--- config.mk ---
export PLATFORM = sky130hd
export DESIGN_NAME = uart_baud_gen
export DESIGN_NICKNAME = d
export VERILOG_FILES = /design/src/rtl/uart_pkg.sv /design/src/rtl/uart_baud_chan.sv /design/src/rtl/uart_baud_gen.sv
export SDC_FILE = /design/constraint.sdc
export NUM_CORES = 1
export LEC_CHECK = 0
export CAP_MARGIN = 20
export CORE_ASPECT_RATIO = 1.1
export CORE_MARGIN = 3
export CORE_UTILIZATION = 40
export CTS_BUF_LIST = sky130_fd_sc_hd__clkbuf_8
export CTS_CLUSTER_DIAMETER = 50
export DETAILED_ROUTE_END_ITERATION = 10
export PLACE_DENSITY = 0.53
export SYNTH_ARGS = -nofsm -noshare
export SYNTH_HDL_FRONTEND = slang
export SYNTH_HIERARCHICAL = 1
export SYNTH_SLANG_ARGS = --single-unit
--- constraint.sdc ---
create_clock -name clk -period 5.4 [get_ports clk]
set_clock_uncertainty 0.05 [all_clocks]
set_input_delay 0.81 -clock clk [delete_from_list [all_inputs] [get_ports clk]]
set_output_delay 0.81 -clock clk [all_outputs]
set_load 0.1 [all_outputs]
--- src/rtl/uart_pkg.sv ---
// Shared definitions for the UART baud generator: rate select codes, channel
// states and the divisor helper used to build the rate lookup.
package uart_pkg;

    typedef enum logic [2:0] {
        BAUD_9600   = 3'd0,
        BAUD_19200  = 3'd1,
        BAUD_38400  = 3'd2,
        BAUD_57600  = 3'd3,
        BAUD_115200 = 3'd4
    } baud_sel_e;

    typedef enum logic {
        CH_IDLE = 1'b0,
        CH_RUN  = 1'b1
    } chan_state_e;

    localparam int FRAME_BITS_DEF = 10;

    // Unlisted select codes fall back to the slowest rate.
    function automatic int baud_of(input logic [2:0] sel);
        case (sel)
            BAUD_19200:  return 19200;
            BAUD_38400:  return 38400;
            BAUD_57600:  return 57600;
            BAUD_115200: return 115200;
            default:     return 9600;
        endcase
    endfunction

    // Terminal count of the divider: one bit period is div_of()+1 clocks.
    function automatic int div_of(input int clk_hz, input logic [2:0] sel);
        return clk_hz / baud_of(sel) - 1;
    endfunction

endpackage

--- src/rtl/uart_baud_chan.sv ---
// One strobe channel: IDLE/RUN framing FSM, divider and bit counters.
// PHASE_MID=1 strobes at mid-bit (RX), PHASE_MID=0 at the bit boundary (TX).
module uart_baud_chan
    import uart_pkg::*;
#(
    parameter int CNT_W      = 16,
    parameter int FRAME_BITS = FRAME_BITS_DEF,
    parameter bit PHASE_MID  = 1'b0
) (
    input  logic             clk,
    input  logic             rst_n,
    input  logic             start,
    input  logic [CNT_W-1:0] div,
    input  logic [CNT_W-1:0] half,
    output logic             strobe,
    output logic             busy,
    output logic             done
);

    localparam int BIT_W = $clog2(FRAME_BITS + 1);
    localparam logic [BIT_W-1:0] LAST_BIT = BIT_W'(FRAME_BITS);
    localparam logic [BIT_W-1:0] BIT_ONE  = BIT_W'(1);
    localparam logic [CNT_W-1:0] CNT_ONE  = CNT_W'(1);

    chan_state_e      state_q, state_d;
    logic [CNT_W-1:0] cnt_q, cnt_d;
    logic [CNT_W-1:0] div_q, div_d;
    logic [CNT_W-1:0] phase_q, phase_d;
    logic [BIT_W-1:0] bitcnt_q, bitcnt_d;
    logic             strobe_q, strobe_d;
    logic             busy_q, busy_d;
    logic             done_q, done_d;
    logic             hit;
    logic             finish;

    assign hit = (state_q == CH_RUN) && (cnt_q == phase_q) && (bitcnt_q != LAST_BIT);

    // RX ends on the stop-bit centre strobe; TX runs the last bit out to its end.
    assign finish = (state_q == CH_RUN) && (bitcnt_q == LAST_BIT) &&
                    (PHASE_MID ? strobe_q : (cnt_q == div_q));

    always_comb begin
        // NOTE: every _d is defaulted before the branches so no path leaves it unassigned and infers a latch.
        state_d  = state_q;
        cnt_d    = cnt_q;
        div_d    = div_q;
        phase_d  = phase_q;
        bitcnt_d = bitcnt_q;
        strobe_d = 1'b0;
        done_d   = 1'b0;

        if (state_q == CH_RUN) begin
            cnt_d = (cnt_q == div_q) ? '0 : cnt_q + CNT_ONE;
            if (hit) begin
                strobe_d = 1'b1;
                bitcnt_d = bitcnt_q + BIT_ONE;
            end
            if (finish) begin
                done_d  = 1'b1;
                state_d = CH_IDLE;
            end
        end

        // Start is honoured from IDLE or on the finishing cycle, never mid-frame.
        if (start && (state_q == CH_IDLE || finish)) begin
            state_d  = CH_RUN;
            cnt_d    = '0;
            bitcnt_d = '0;
            div_d    = div;
            phase_d  = PHASE_MID ? half : '0;
        end

        busy_d = (state_d == CH_RUN);
    end

    always_ff @(posedge clk or negedge rst_n) begin
        if (!rst_n) begin
            state_q  <= CH_IDLE;
            cnt_q    <= '0;
            div_q    <= '0;
            phase_q  <= '0;
            bitcnt_q <= '0;
            strobe_q <= 1'b0;
            busy_q   <= 1'b0;
            done_q   <= 1'b0;
        end else begin
            // NOTE: non-blocking assignments so every flop samples pre-edge values regardless of statement order.
            state_q  <= state_d;
            cnt_q    <= cnt_d;
            div_q    <= div_d;
            phase_q  <= phase_d;
            bitcnt_q <= bitcnt_d;
            strobe_q <= strobe_d;
            busy_q   <= busy_d;
            done_q   <= done_d;
        end
    end

    assign strobe = strobe_q;
    assign busy   = busy_q;
    assign done   = done_q;

endmodule

--- src/rtl/uart_baud_gen.sv ---
// Two-channel UART bit-strobe generator: selects the divisor for the current
// rate and feeds independent RX (mid-bit) and TX (bit-boundary) channels.
module uart_baud_gen
    import uart_pkg::*;
#(
    parameter int CLK_HZ     = 50_000_000,
    parameter int CNT_W      = 16,
    parameter int FRAME_BITS = FRAME_BITS_DEF
) (
    input  logic       clk,
    input  logic       rst_n,
    input  logic [2:0] baud_sel,
    input  logic       rx_start,
    output logic       rx_clk_bps,
    output logic       rx_busy,
    output logic       rx_done,
    input  logic       tx_start,
    output logic       tx_clk_bps,
    output logic       tx_busy,
    output logic       tx_done
);

    localparam int DIV_9600   = div_of(CLK_HZ, BAUD_9600);
    localparam int DIV_19200  = div_of(CLK_HZ, BAUD_19200);
    localparam int DIV_38400  = div_of(CLK_HZ, BAUD_38400);
    localparam int DIV_57600  = div_of(CLK_HZ, BAUD_57600);
    localparam int DIV_115200 = div_of(CLK_HZ, BAUD_115200);

    // The slowest rate has the largest divisor, so it bounds the counter width.
    if (longint'(DIV_9600) >= (64'd1 << CNT_W)) begin : g_cnt_w_check
        $error("uart_baud_gen: CNT_W=%0d cannot hold divisor %0d", CNT_W, DIV_9600);
    end

    logic [CNT_W-1:0] div_sel;
    logic [CNT_W-1:0] half_sel;

    always_comb begin
        div_sel = CNT_W'(DIV_9600);
        case (baud_sel)
            BAUD_19200:  div_sel = CNT_W'(DIV_19200);
            BAUD_38400:  div_sel = CNT_W'(DIV_38400);
            BAUD_57600:  div_sel = CNT_W'(DIV_57600);
            BAUD_115200: div_sel = CNT_W'(DIV_115200);
            default:     div_sel = CNT_W'(DIV_9600);
        endcase
    end

    assign half_sel = div_sel >> 1;

    uart_baud_chan #(
        .CNT_W      (CNT_W),
        .FRAME_BITS (FRAME_BITS),
        .PHASE_MID  (1'b1)
    ) u_rx_chan (
        .clk    (clk),
        .rst_n  (rst_n),
        .start  (rx_start),
        .div    (div_sel),
        .half   (half_sel),
        .strobe (rx_clk_bps),
        .busy   (rx_busy),
        .done   (rx_done)
    );

    uart_baud_chan #(
        .CNT_W      (CNT_W),
        .FRAME_BITS (FRAME_BITS),
        .PHASE_MID  (1'b0)
    ) u_tx_chan (
        .clk    (clk),
        .rst_n  (rst_n),
        .start  (tx_start),
        .div    (div_sel),
        .half   (half_sel),
        .strobe (tx_clk_bps),
        .busy   (tx_busy),
        .done   (tx_done)
    );

endmodule
==> results of run 1 <==
[per-layer routing]
layer  part of all wire, %  track usage, %  vias to the layer above
met1                    46            20.5                     1675
met3                   2.5            2.96                       19
li1                      -               -                     1751
met4                   2.3            7.29                        0
met2                    49            27.4                       47
met5                     0               0                        -
[logic make-up (layout without fill, tap and decap cells)]
group	count (synthesis)	in the layout	share of synthesized area [%]
muxes	19	19	4.17
buffers and inverters	44	49	4.29
AOI/OAI and AO/OA	42	42	5.24
other	2	12	0.149
xor gates and xnor gates	71	71	12.3
DFF	94	94	46.7
and+or+nand+nor	248	248	25.4
adders and majority gates	7	7	1.74
[cells in the mapped netlist (2+ instances only)]
cell	count
sky130_fd_sc_hd__nand2_1	130
sky130_fd_sc_hd__dfrtp_1	94
sky130_fd_sc_hd__xor2_1	53
sky130_fd_sc_hd__xnor2_1	18
sky130_fd_sc_hd__nand3_1	17
sky130_fd_sc_hd__mux2_1	16
sky130_fd_sc_hd__inv_1	15
sky130_fd_sc_hd__nor2_2	15
sky130_fd_sc_hd__nor2_1	13
sky130_fd_sc_hd__o21ai_1	13
sky130_fd_sc_hd__clkbuf_1	11
sky130_fd_sc_hd__o21ai_0	11
sky130_fd_sc_hd__buf_2	9
sky130_fd_sc_hd__nor3_1	8
sky130_fd_sc_hd__nor4_2	8
sky130_fd_sc_hd__a21o_1	7
sky130_fd_sc_hd__and3_1	7
sky130_fd_sc_hd__ha_1	7
sky130_fd_sc_hd__nand4_1	7
sky130_fd_sc_hd__nor4_1	7
sky130_fd_sc_hd__buf_6	5
sky130_fd_sc_hd__nand2b_1	5
sky130_fd_sc_hd__nor3b_1	5
sky130_fd_sc_hd__and2_1	4
sky130_fd_sc_hd__o211ai_1	4
sky130_fd_sc_hd__mux2i_1	3
sky130_fd_sc_hd__nor4b_1	3
sky130_fd_sc_hd__a31oi_1	2
sky130_fd_sc_hd__and3b_1	2
sky130_fd_sc_hd__clkbuf_2	2
sky130_fd_sc_hd__conb_1	2
sky130_fd_sc_hd__nor3_2	2
[layout make-up]
cell class	instances	area, µm²
clock inverters	6	68.8
flip-flops and latches	94	2350
clock buffers	10	138
inverters	16	60.1
repair buffers	17	183
fillers	1205	6690
multi-input cells	399	2510
well taps	154	193
[stage by stage]
| stage | setup WS (ps) | utilization, % |
|---|---|---|
| after CTS | 2440 | 44.8 |
| final | 2480 | 45.1 |
| after detailed placement | 2550 | 43.1 |
| after global routing | 2380 | 45.1 |
| after global placement | 2540 | 43.1 |
| after floorplan | 3180 | - |
[sequential cells by signal, summed over array words and instances (netlist names)]
signal / flops
u_rx_chan/busy: 1
u_tx_chan/strobe: 1
u_rx_chan/done: 1
u_rx_chan/cnt_q: 16
u_tx_chan/busy: 1
u_rx_chan/phase_q: 16
u_rx_chan/strobe: 1
u_tx_chan/done: 1
u_tx_chan/div_q: 16
u_rx_chan/bitcnt_q: 4
u_tx_chan/bitcnt_q: 4
u_rx_chan/div_q: 16
u_tx_chan/cnt_q: 16
[power groups by stage]
| stage | Sequential, mW | Combinational (mW) | Clock [mW] |
|---|---|---|---|
| after floorplan | 0.937 | 0.441 | 0 |
| after global placement | 0.952 | 0.551 | 0 |
| after detailed placement | 0.954 | 0.566 | 0 |
| after CTS | 0.941 | 0.569 | 0.514 |
| after global routing | 0.958 | 0.638 | 0.543 |
| final | 0.938 | 0.561 | 0.492 |
[worst paths after layout]
kind,from,to,slack (ps),depth (start not counted)
min in group clk,u_rx_chan/div_q[3]$_DFFE_PN0P_,u_rx_chan/div_q[3]$_DFFE_PN0P_,450,2
max in group asynchronous,rst_n,u_rx_chan/cnt_q[1]$_DFFE_PN0P_,4240,3
hold reg to reg,u_rx_chan/div_q[3]$_DFFE_PN0P_,u_rx_chan/div_q[3]$_DFFE_PN0P_,450,2
hold / removal,rst_n,u_rx_chan/div_q[5]$_DFFE_PN0P_,220,1
setup reg to reg,u_tx_chan/cnt_q[9]$_DFFE_PN0P_,u_tx_chan/div_q[6]$_DFFE_PN0P_,3040,6
setup / recovery,u_rx_chan/busy$_DFF_PN0_,rx_busy,2480,1
==> results.txt, run 1 <==
The mean cell area of the mapped netlist is 9.56 µm². Setup violations remaining at the end of the flow were counted as 0. The signal on the critical path passes through clkdlybuf4s50_1. The async set-or-reset flop fraction in the synthesized netlist is 100%.

The cell sitting at the root of the clock tree is a sky130_fd_sc_hd__clkbuf_8. The number of vias per cell after detailed routing is 5.02. The kind of end point of the critical path is an output port. Dividing total power by cell area gives a power density of 362 mW/mm².

In this run the core area contains 42 standard-cell rows. The post-route cell area is 0.00550 mm². The cell count after synthesis is 527. The required time at the endpoint of the critical path is 4540 ps. On the critical path the largest part of the delay comes from buffers and inverters.

The initial core utilization is 41.3%. The global-route usage over all layers is 16.3%. In the finished design, the share of the clock period the worst path needs comes to 54.0%. For this design, the CTS-stage hold fixing added 0 buffers. The post-placement cell area came out at 0.00525 mm². The fraction of final layout cells with drive strength greater than 1 came out at 10.5%. The flow ran to the end, and the final reports show no timing, DRC or antenna violations.

The power share of the combinational group is 28.2%. The number of nets in the final layout came out at 551. The total wire length came out at 10,400 µm. The maximum fanout along the worst path is 9. The reported leakage power came out at 2.77 nW. The final max-slew violation count came to 0.

In this run the standard cell core region covers 0.0122 mm². The highest clock frequency the design can meet came out at 343 MHz. The maximum count of clock buffers along a single path came out at 2. The clock-pin transition on the worst setup and hold timing paths came out at 100 ps. The library cell used most frequently in the layout, excluding fill and tap cells, is sky130_fd_sc_hd__nand2_1. The sequential share of power came out at 47.1%. The wire length per cell is 15.0 µm.

The worst-case vdd ir drop is 0.221 mV. The number of buffers and inverters on the critical path is 1. The number of placed instances with taps included came out at 678. For this block, the initial DRC count from the detailed router was 179. The sink count of the clock tree is 94.

The total iterations of the first detailed-routing run is 6. The worst path arrival time is 2060 ps. The number of antenna violations at the first check in global routing was 0.

The global-route wire length before repair is 17,700 µm. In this run, synthesis inferred 0 flip-flops with an integrated enable. Setup total negative slack on the finished layout was measured at 0 ps. The power consumption is 1.99 mW. The count of input and output buffers is 12. The depth of the CTS H-tree is 3.

Net switching is 35.3% of the power. The CTS buffer count came out at 9. TritonCTS built the clock tree. The worst-path cell with the longest stage delay is sky130_fd_sc_hd__clkdlybuf4s50_1.

Leaving out fill and tap cells, the most frequent cells in the layout are sky130_fd_sc_hd__nand2_1, sky130_fd_sc_hd__dfrtp_1, sky130_fd_sc_hd__xor2_1. sky130_fd_sc_hd__dfrtp_1 takes more of the synthesized area than any other cell. The synthesized area came out at 0.00504 mm². The hold violation count in the final report is 0. The final instance count without filler cells came out at 696. The area of the die came out at 0.0140 mm².

For the pin with the worst max-slew slack, the measured transition is 970 ps. The HPWL reported at the end of detailed placement came out at 7270 µm. The clock share of power is 24.7%. The most used flip-flop cell after synthesis is sky130_fd_sc_hd__dfrtp_1. The internal power came out at 1.29 mW.

Summed over all layers, the global routing overflow is 0. In this design, the stage delay of the slowest critical-path cell is 1190 ps. The final antenna-violating net count came out at 0.

The synthesized flop and latch total came out at 94. In the post-synthesis netlist, the biggest area contributors are sky130_fd_sc_hd__dfrtp_1, sky130_fd_sc_hd__nand2_1, sky130_fd_sc_hd__xor2_1. The startpoint kind of the worst setup timing path is a flop. The number of design rule violations left after detail routing is 0. Headroom to the max-slew limit came out at 35.1%.

Entering global routing, the biggest net connects 80 pins. The antenna diode count is 0. Setup repair after global routing left no endpoint under its margin.

Counting I/O delays and the setup requirement, the final critical path takes 2920 ps. After synthesis, the largest area contributor takes up 46.7% of total cell area. The path type of the worst setup path is reg2out. The weighted congestion at the end of routability-driven global placement came out at 0.777. Detailed routing inserted a total of 3,492 vias. The clock insertion delay at the later pin of the skew report is 380 ps. The number of setup buffers added after CTS is 0. The number of global-route vias before repair is 3,418.

The die span in y is 124 µm. The path class of the tightest hold or removal check is in2async. The synthesis-to-layout area growth is 9.19%. The worst hold-check slack is 218 ps. The max capacitance violation total came out at 0.

Yosys printed 6 warnings. The register area share after synthesis came out at 46.7%. The switching power total is 703 µW. The horizontal extent of the die came out at 113 µm. The quantity of gates resized following cts is 0. The count of pins on the block boundary is 13.

The count of unique library cells instantiated by Yosys is 54.
No activity file was read; power rests on OpenSTA's default activity.
==> run 2, diff against run 1 <==
clock period = 3.04 ns   (was 5.4 ns; I/O delays follow)
==> run 2 against run 1 <==
Compared with the run above: utilization barely moved; wire length rose by 1.4%; register-to-register slack got worse by 2500 ps; via count fell by 0.40%; global-route usage rose by 0.22 points; critical path type is now reg2reg; highest routed layer unchanged.
==> results.txt, run 2 (synthesis gave the netlist of run 1 again) <==
The maximum fanout along the worst path came to 14 (+5). The post-placement cell area came out at 0.00529 mm² (+0.76%). The wire length per cell came out at 15.2 µm (+0.96%).

The DRC marker count from the first detailed-route iteration came out at 142 (-21%). The area of the die was 0.0140 mm² (unchanged). The weighted congestion at the end of routability-driven global placement came out at 0.819 (+5.4%). The post-route cell area is 0.00551 mm² (about the same). The tree is rooted in a sky130_fd_sc_hd__clkbuf_8. The hold violation count in the final report came out at 0 (unchanged). The sum of negative setup slack came out at 0 ps (unchanged). The number of fillers in the final layout came to 1,161 (-3.7%). Leaving out fill and tap cells, the most frequent cell in the layout is sky130_fd_sc_hd__nand2_1. The horizontal extent of the die is 113 µm (unchanged). The worst-case headroom to the max-slew limit is 52.4% (+17 points).

The final antenna-violating net count came out at 0 (unchanged). The highest clock frequency the design can meet came out at 402 MHz. The global-route wire length before repair is 18,000 µm (+1.4%). The synthesis-to-layout area growth is 9.24% (about the same). The sink count of the clock tree was 94 (unchanged). Traced cell by cell, the critical path runs through xor2_1, nor4_1, nand4_1, o2bb2ai_2, buf_12, mux2_1. The buffering stage count on the worst path with inverters included is 1 (unchanged). In the finished design, the share of the clock period the worst path needs comes to 81.9%. The switching power share of the total is 34.6% (-0.76 points). The clock-pin transition on the worst setup and hold timing paths came out at 90 ps (about the same).

The clock share of power came out at 24.2% (-0.5 points). The maximum count of clock buffers along a single path was 2 (unchanged). The die span in y is 124 µm (unchanged). Setup repair after global routing left no endpoint under its margin.

The delay contributed by the slowest stage of the critical path came out at 490 ps (-700 ps). The CTS buffer count came to 9 (unchanged). The switching power total came to 1.22 mW (+73%). The total power divided by cell area came to 640 mW/mm² (+77%). The met2 global-route usage was 28.7% (+1.3 points). The met1 track utilization from global routing came out at 20.0% (-0.45 points). In this run the most used layer during global routing was met2.

The sequential share of power is 47.4% (+0.3 points). The count of pins on the block boundary was 13 (unchanged). The worst path arrival time is 2690 ps (+630 ps).

The antenna diode count is 0 (unchanged). The final max-slew violation count is 0 (unchanged). The HPWL reported at the end of detailed placement is 7590 µm (+4.4%). The power share of the combinational group came out at 28.4% (+0.2 points). The count of input and output buffers is 12 (unchanged). The flow ran to the end, and the final reports show no timing, DRC or antenna violations. Grouping stages by cell kind, the critical path spends the most delay in simple AND/OR/NAND/NOR gates. The critical path in this run is classified as reg2reg. The initial core utilization is 41.3% (unchanged). The placeable core region is 0.0122 mm² (unchanged). The clock insertion delay at the later pin of the skew report is 370 ps (about the same). The required time at the endpoint of the critical path came out at 3240 ps (-1300 ps).

The final period demand of the worst path came out at 2490 ps. The residual overflow from global routing came out at 0 (unchanged). The number of vias per cell after detailed routing came out at 4.98 (-0.83%). The via count came out at 3,478 (-0.40%). The site row count came out at 42 (unchanged). The pin count of the biggest net entering global routing was 61 (-24%). The number of nets in the final layout came out at 554 (+0.54%). The number of design rule violations left after detail routing came to 0 (unchanged). The global-route usage over all layers is 16.5% (+0.22 points). The total wire length came out at 10,600 µm (+1.4%). The internal power came out at 2.31 mW (+79%). The number of global-route vias before repair is 3,495 (+2.3%). The fraction of final layout cells with drive strength greater than 1 is 11.6% (+1.0 points). The number of antenna violations at the first check in global routing came to 0 (unchanged). The max capacitance violation total is 0 (unchanged). The quantity of gates resized following cts is 0 (unchanged). STA classifies the critical path endpoint as a flop. The path class of the tightest hold or removal check is reg2reg. In the layout the commonest cells are sky130_fd_sc_hd__nand2_1, sky130_fd_sc_hd__dfrtp_1, sky130_fd_sc_hd__xor2_1. The slowest stage of the critical path belongs to the cell sky130_fd_sc_hd__o2bb2ai_2. The met3 usage in global routing is 3.64% (+0.68 points). The depth of the CTS H-tree came out at 3 (unchanged). The slew at the pin with the worst max-slew slack came out at 711 ps (-258 ps). The number of endpoints failing setup at the final stage came out at 0 (unchanged). The worst setup path is launched from a flop. The total iterations of the first detailed-routing run came to 4 (-2). The worst-case vdd ir drop came out at 0.430 mV (+95%). The reported leakage power is 2.79 nW (+0.89%). The TritonCTS clock tree is yes.
==> run 2: changes by cell type in the layout (fill, tap and decap cells not counted), sizes merged <==
cell           before  now
clkbuf             10   11
inv                17   18
dlygate4sd3         0    1
clkinv              3    1
buf                 6   14
clkdlybuf4s50      11    5
==> run 2: routing by layer <==
metal / part of all wire, % / vias up / wire length (µm)
li1: - / 1758 / -
met4: 2.4 / 0 / 251
met2: 50 / 36 / 5350
met1: 45 / 1666 / 4730
met5: 0 / - / 0
met3: 2.5 / 18 / 265
==> run 2: power groups by stage <==
stage	combinational, mW	clock, mW	sequential (mW)
after CTS	1.02	0.890	1.68
after floorplan	0.784	0	1.67
after detailed placement	1.01	0	1.70
final	1.00	0.851	1.67
after global routing	1.12	0.935	1.71
after global placement	0.984	0	1.69
==> run 2: worst paths after layout <==
check                      depth (start not counted)                      startpoint  slack (ps)                               to
hold reg to reg                                    2  u_rx_chan/div_q[0]$_DFFE_PN0P_         450   u_rx_chan/div_q[0]$_DFFE_PN0P_
max in group asynchronous                          3                           rst_n        1730   u_rx_chan/div_q[2]$_DFFE_PN0P_
setup / recovery                                   6  u_tx_chan/cnt_q[9]$_DFFE_PN0P_         550   u_tx_chan/div_q[7]$_DFFE_PN0P_
setup reg to reg                                   6  u_tx_chan/cnt_q[9]$_DFFE_PN0P_         550   u_tx_chan/div_q[7]$_DFFE_PN0P_
hold / removal                                     2  u_rx_chan/div_q[0]$_DFFE_PN0P_         450   u_rx_chan/div_q[0]$_DFFE_PN0P_
min in group asynchronous                          2                           rst_n         530  u_rx_chan/cnt_q[14]$_DFFE_PN0P_
==> run 2: tightest hold or removal path, stage by stage, from the launching register on <==
cell and delay, ps:
sky130_fd_sc_hd__dfrtp_1 360, sky130_fd_sc_hd__nand2_1 50, sky130_fd_sc_hd__nand2_1 60
==> run 2: per-stage QoR <==
step	util (%)	total power, mW	hold WS (ps)	worst slack (ps)	instances
3_5_place_dp	43.4	2.71	409	565	682
4_1_cts	45.2	3.58	456	543	699
5_1_grt	45.2	3.77	473	309	699
2_1_floorplan	-	2.45	110	818	537
3_3_place_gp	43.4	2.67	411	655	682
6_report	45.2	3.52	450	550	699
==> run 2: timing repair <==
action	4_1_cts	5_1_grt
hold buffers	1	0
endpoints found under the hold margin	5	0
setup buffers	0	0
==> run 2: cell type report <==
| class | instances | area [µm²] | share of cell area (%) |
|---|---|---|---|
| Clock buffer | 11 | 151 | 2.75 |
| Clock inverter | 5 | 50.0 | 0.909 |
| Inverter | 16 | 60.1 | 1.09 |
| Multi-Input combinational cell | 399 | 2510 | 45.6 |
| Sequential cell | 94 | 2350 | 42.7 |
| Tap cell | 154 | 193 | 3.50 |
| Timing Repair Buffer | 20 | 190 | 3.45 |
==> run 3, diff against run 2 <==
PLACE_DENSITY = 0.55   (was 0.53)
clock period = 2.1 ns   (was 3.04 ns; I/O delays follow)
==> run 3 against run 2 <==
Compared with the run above: non-clock buffer count grew 35; wire length grew 7.3%; critical path depth grew 1; worst setup slack lost 540 ps; worst hold slack lost 100 ps; first-iteration DRC count grew 57%; sequential share of layout area shrank 3.1 points; flip-flop and latch count is the same; critical path type unchanged; largest cell class unchanged; largest power group unchanged.
==> results.txt, run 3 (synthesis gave the netlist of run 1 again) <==
The DRC marker count from the first detailed-route iteration is 223 (+57%). The via count came out at 3,711 (+6.7%). The class of the tightest hold or removal check is in2async.

The worst hold-check slack is 349 ps (-101 ps). The number of vias per cell after detailed routing is 5.06 (+1.6%). The synthesis-to-layout area growth came out at 18.0%. The initial core utilization is 41.3% (unchanged). The total wire length is 11,400 µm (+7.3%). The residual overflow from global routing is 0 (unchanged). The die span in y came out at 124 µm (unchanged). The highest clock frequency the design can meet came out at 478 MHz (+19%). Setup repair after global routing could not meet its margin everywhere. The number of global-route vias before repair was 3,622 (+3.6%). The reported leakage power is 2.98 nW (+6.7%). The worst-case headroom to the max-slew limit is 63.0% (+11 points). The TritonCTS clock tree is yes. The count of input and output buffers was 12 (unchanged).

The worst path arrival time came to 2300 ps (-390 ps). The path type of the worst setup path is reg2reg. The number of design rule violations left after detail routing is 0 (unchanged). The final max-slew violation count is 0 (unchanged).

The horizontal extent of the die is 113 µm (unchanged). The worst reg2reg path depth is 7 (+1). The CTS buffer count is 9 (unchanged). The number of fillers in the final layout came to 1,157 (-0.34%). The post-route fraction of the period consumed by the critical path came out at 99.6% (+18 points). The global-route wire length before repair is 18,700 µm (+3.7%). The hold violation count in the final report came out at 0 (unchanged). The final antenna-violating net count is 0 (unchanged). The utilization after layout was 48.8% (+3.6 points). The cell at the root of the clock tree is sky130_fd_sc_hd__clkbuf_8. The slack of the worst reg-to-reg path came out at 9 ps (-540 ps).

The sum of negative setup slack is 0 ps (unchanged). The weighted congestion at the end of routability-driven global placement is 0.801 (-2.1%). The clock insertion delay at the later pin of the skew report came out at 380 ps (about the same). The required time at the endpoint of the critical path came out at 2310 ps (-930 ps). The area of the die came to 0.0140 mm² (unchanged). The depth of the CTS H-tree came out at 3 (unchanged). The total power divided by cell area was 899 mW/mm² (+41%). The wire length per cell came to 15.5 µm (+2.2%). The clock-pin transition on the worst setup and hold timing paths came out at 100 ps (about the same). The max capacitance violation total came out at 0 (unchanged). The site row count is 42 (unchanged).

The global-route usage over all layers was 17.1% (+0.65 points). In the layout the commonest cells are sky130_fd_sc_hd__nand2_1, sky130_fd_sc_hd__dfrtp_1, sky130_fd_sc_hd__xor2_1. The slew at the pin with the worst max-slew slack was 551 ps (-161 ps). The sink count of the clock tree was 94 (unchanged). The placeable core region was 0.0122 mm² (unchanged). In this run the critical register-to-register path is captured at u_tx_chan/div_q[15]$_DFFE_PN0P_. The worst-case vdd ir drop came out at 0.680 mV (+58%). STA classifies the critical path startpoint as a flop. The number of antenna violations at the first check in global routing came out at 0 (unchanged). The maximum count of clock buffers along a single path came to 2 (unchanged). In this run the critical register-to-register path is launched from u_tx_chan/cnt_q[1]$_DFFE_PN0P_.

The maximum fanout along the worst path is 8 (-6). The run finished with clean final reports. The number of endpoints failing setup at the final stage is 0 (unchanged).

The fraction of final layout cells with drive strength greater than 1 is 20.2% (+8.6 points). The storage element area is 0.00235 mm² (about the same). The area occupied by multi-input gates is 0.00261 mm² (+3.8%). The count of pins on the block boundary came out at 13 (unchanged). The pin count of the biggest net entering global routing was 37 (-39%). The leading cell type in the layout, fill and taps excluded is sky130_fd_sc_hd__nand2_1.

The total iterations of the first detailed-routing run was 4 (unchanged). The final period demand of the worst path came out at 2090 ps (-398 ps). The HPWL reported at the end of detailed placement came out at 8060 µm (+6.1%). The number of nets in the final layout came out at 589 (+6.3%). The kind of end point of the critical path is a flop.

The antenna diode count came out at 0 (unchanged).
-- run 3: how the worst max path moves through the flow --
stage                                   start  cells past startpoint  slack (ps)                           endpoint
6_report       u_tx_chan/cnt_q[1]$_DFFE_PN0P_                      7           9    u_tx_chan/div_q[15]$_DFFE_PN0P_
5_1_grt        u_tx_chan/cnt_q[1]$_DFFE_PN0P_                      7         -80     u_tx_chan/div_q[9]$_DFFE_PN0P_
4_1_cts        u_tx_chan/cnt_q[0]$_DFFE_PN0P_                      7          30  u_tx_chan/bitcnt_q[1]$_DFFE_PN0P_
3_5_place_dp   u_tx_chan/cnt_q[0]$_DFFE_PN0P_                      7          50  u_tx_chan/bitcnt_q[1]$_DFFE_PN0P_
3_3_place_gp   u_tx_chan/cnt_q[0]$_DFFE_PN0P_                      7          90  u_tx_chan/bitcnt_q[1]$_DFFE_PN0P_
2_1_floorplan      u_rx_chan/strobe$_DFF_PN0_                      7          40    u_rx_chan/div_q[11]$_DFFE_PN0P_
-- run 3: critical path, stage by stage, from the launching register on --
cell	delay [ps]
sky130_fd_sc_hd__dfrtp_1	390
sky130_fd_sc_hd__buf_6	130
sky130_fd_sc_hd__xor2_2	180
sky130_fd_sc_hd__nor4_4	300
sky130_fd_sc_hd__nand4_1	210
sky130_fd_sc_hd__o2bb2ai_4	230
sky130_fd_sc_hd__clkbuf_16	200
sky130_fd_sc_hd__mux2_4	300
-- run 3: power by group --
group          switching [mW]  total (mW)  internal [mW]
Sequential              0.297        2.41           2.11
Clock                   0.682        1.38          0.699
Combinational           0.869        1.56          0.687
Total                    1.85        5.35           3.50
-- run 3: final cells by class --
type	instances	share of cell area, %
clock buffers	10	2.31
clock inverters	6	1.43
inverters	16	1.01
multi-input cells	399	43.8
flip-flops and latches	94	39.6
well taps	154	3.24
repair buffers	55	8.61
-- run 3: metrics by stage --
step                      setup slack [ps]  cells  power [mW]  area (µm²)
after floorplan                       42.1    537        3.54        5080
after global placement                88.6    715        3.96        5580
after detailed placement              50.4    715        4.00        5580
after CTS                             27.7    732        5.40        5810
after global routing                 -82.9    734        5.71        5950
final                                 8.91    734        5.35        5950
-- run 3: layer usage --
metal | track usage (%) | part of all wire [%] | routed length, µm
met4 | 6.09 | 1.5 | 172
met2 | 28.9 | 52 | 5850
met3 | 3.84 | 2.3 | 259
met1 | 21.8 | 45 | 5080
met5 | 0 | 0 | 0
-- run 3: what timing repair did --
action / 4_1_cts / 5_1_grt
setup endpoints to repair: 0 / 19
endpoints found under the hold margin: 26 / 0
resized for setup: 0 / 20
hold buffers: 1 / 0
buffers inserted: 0 / 1
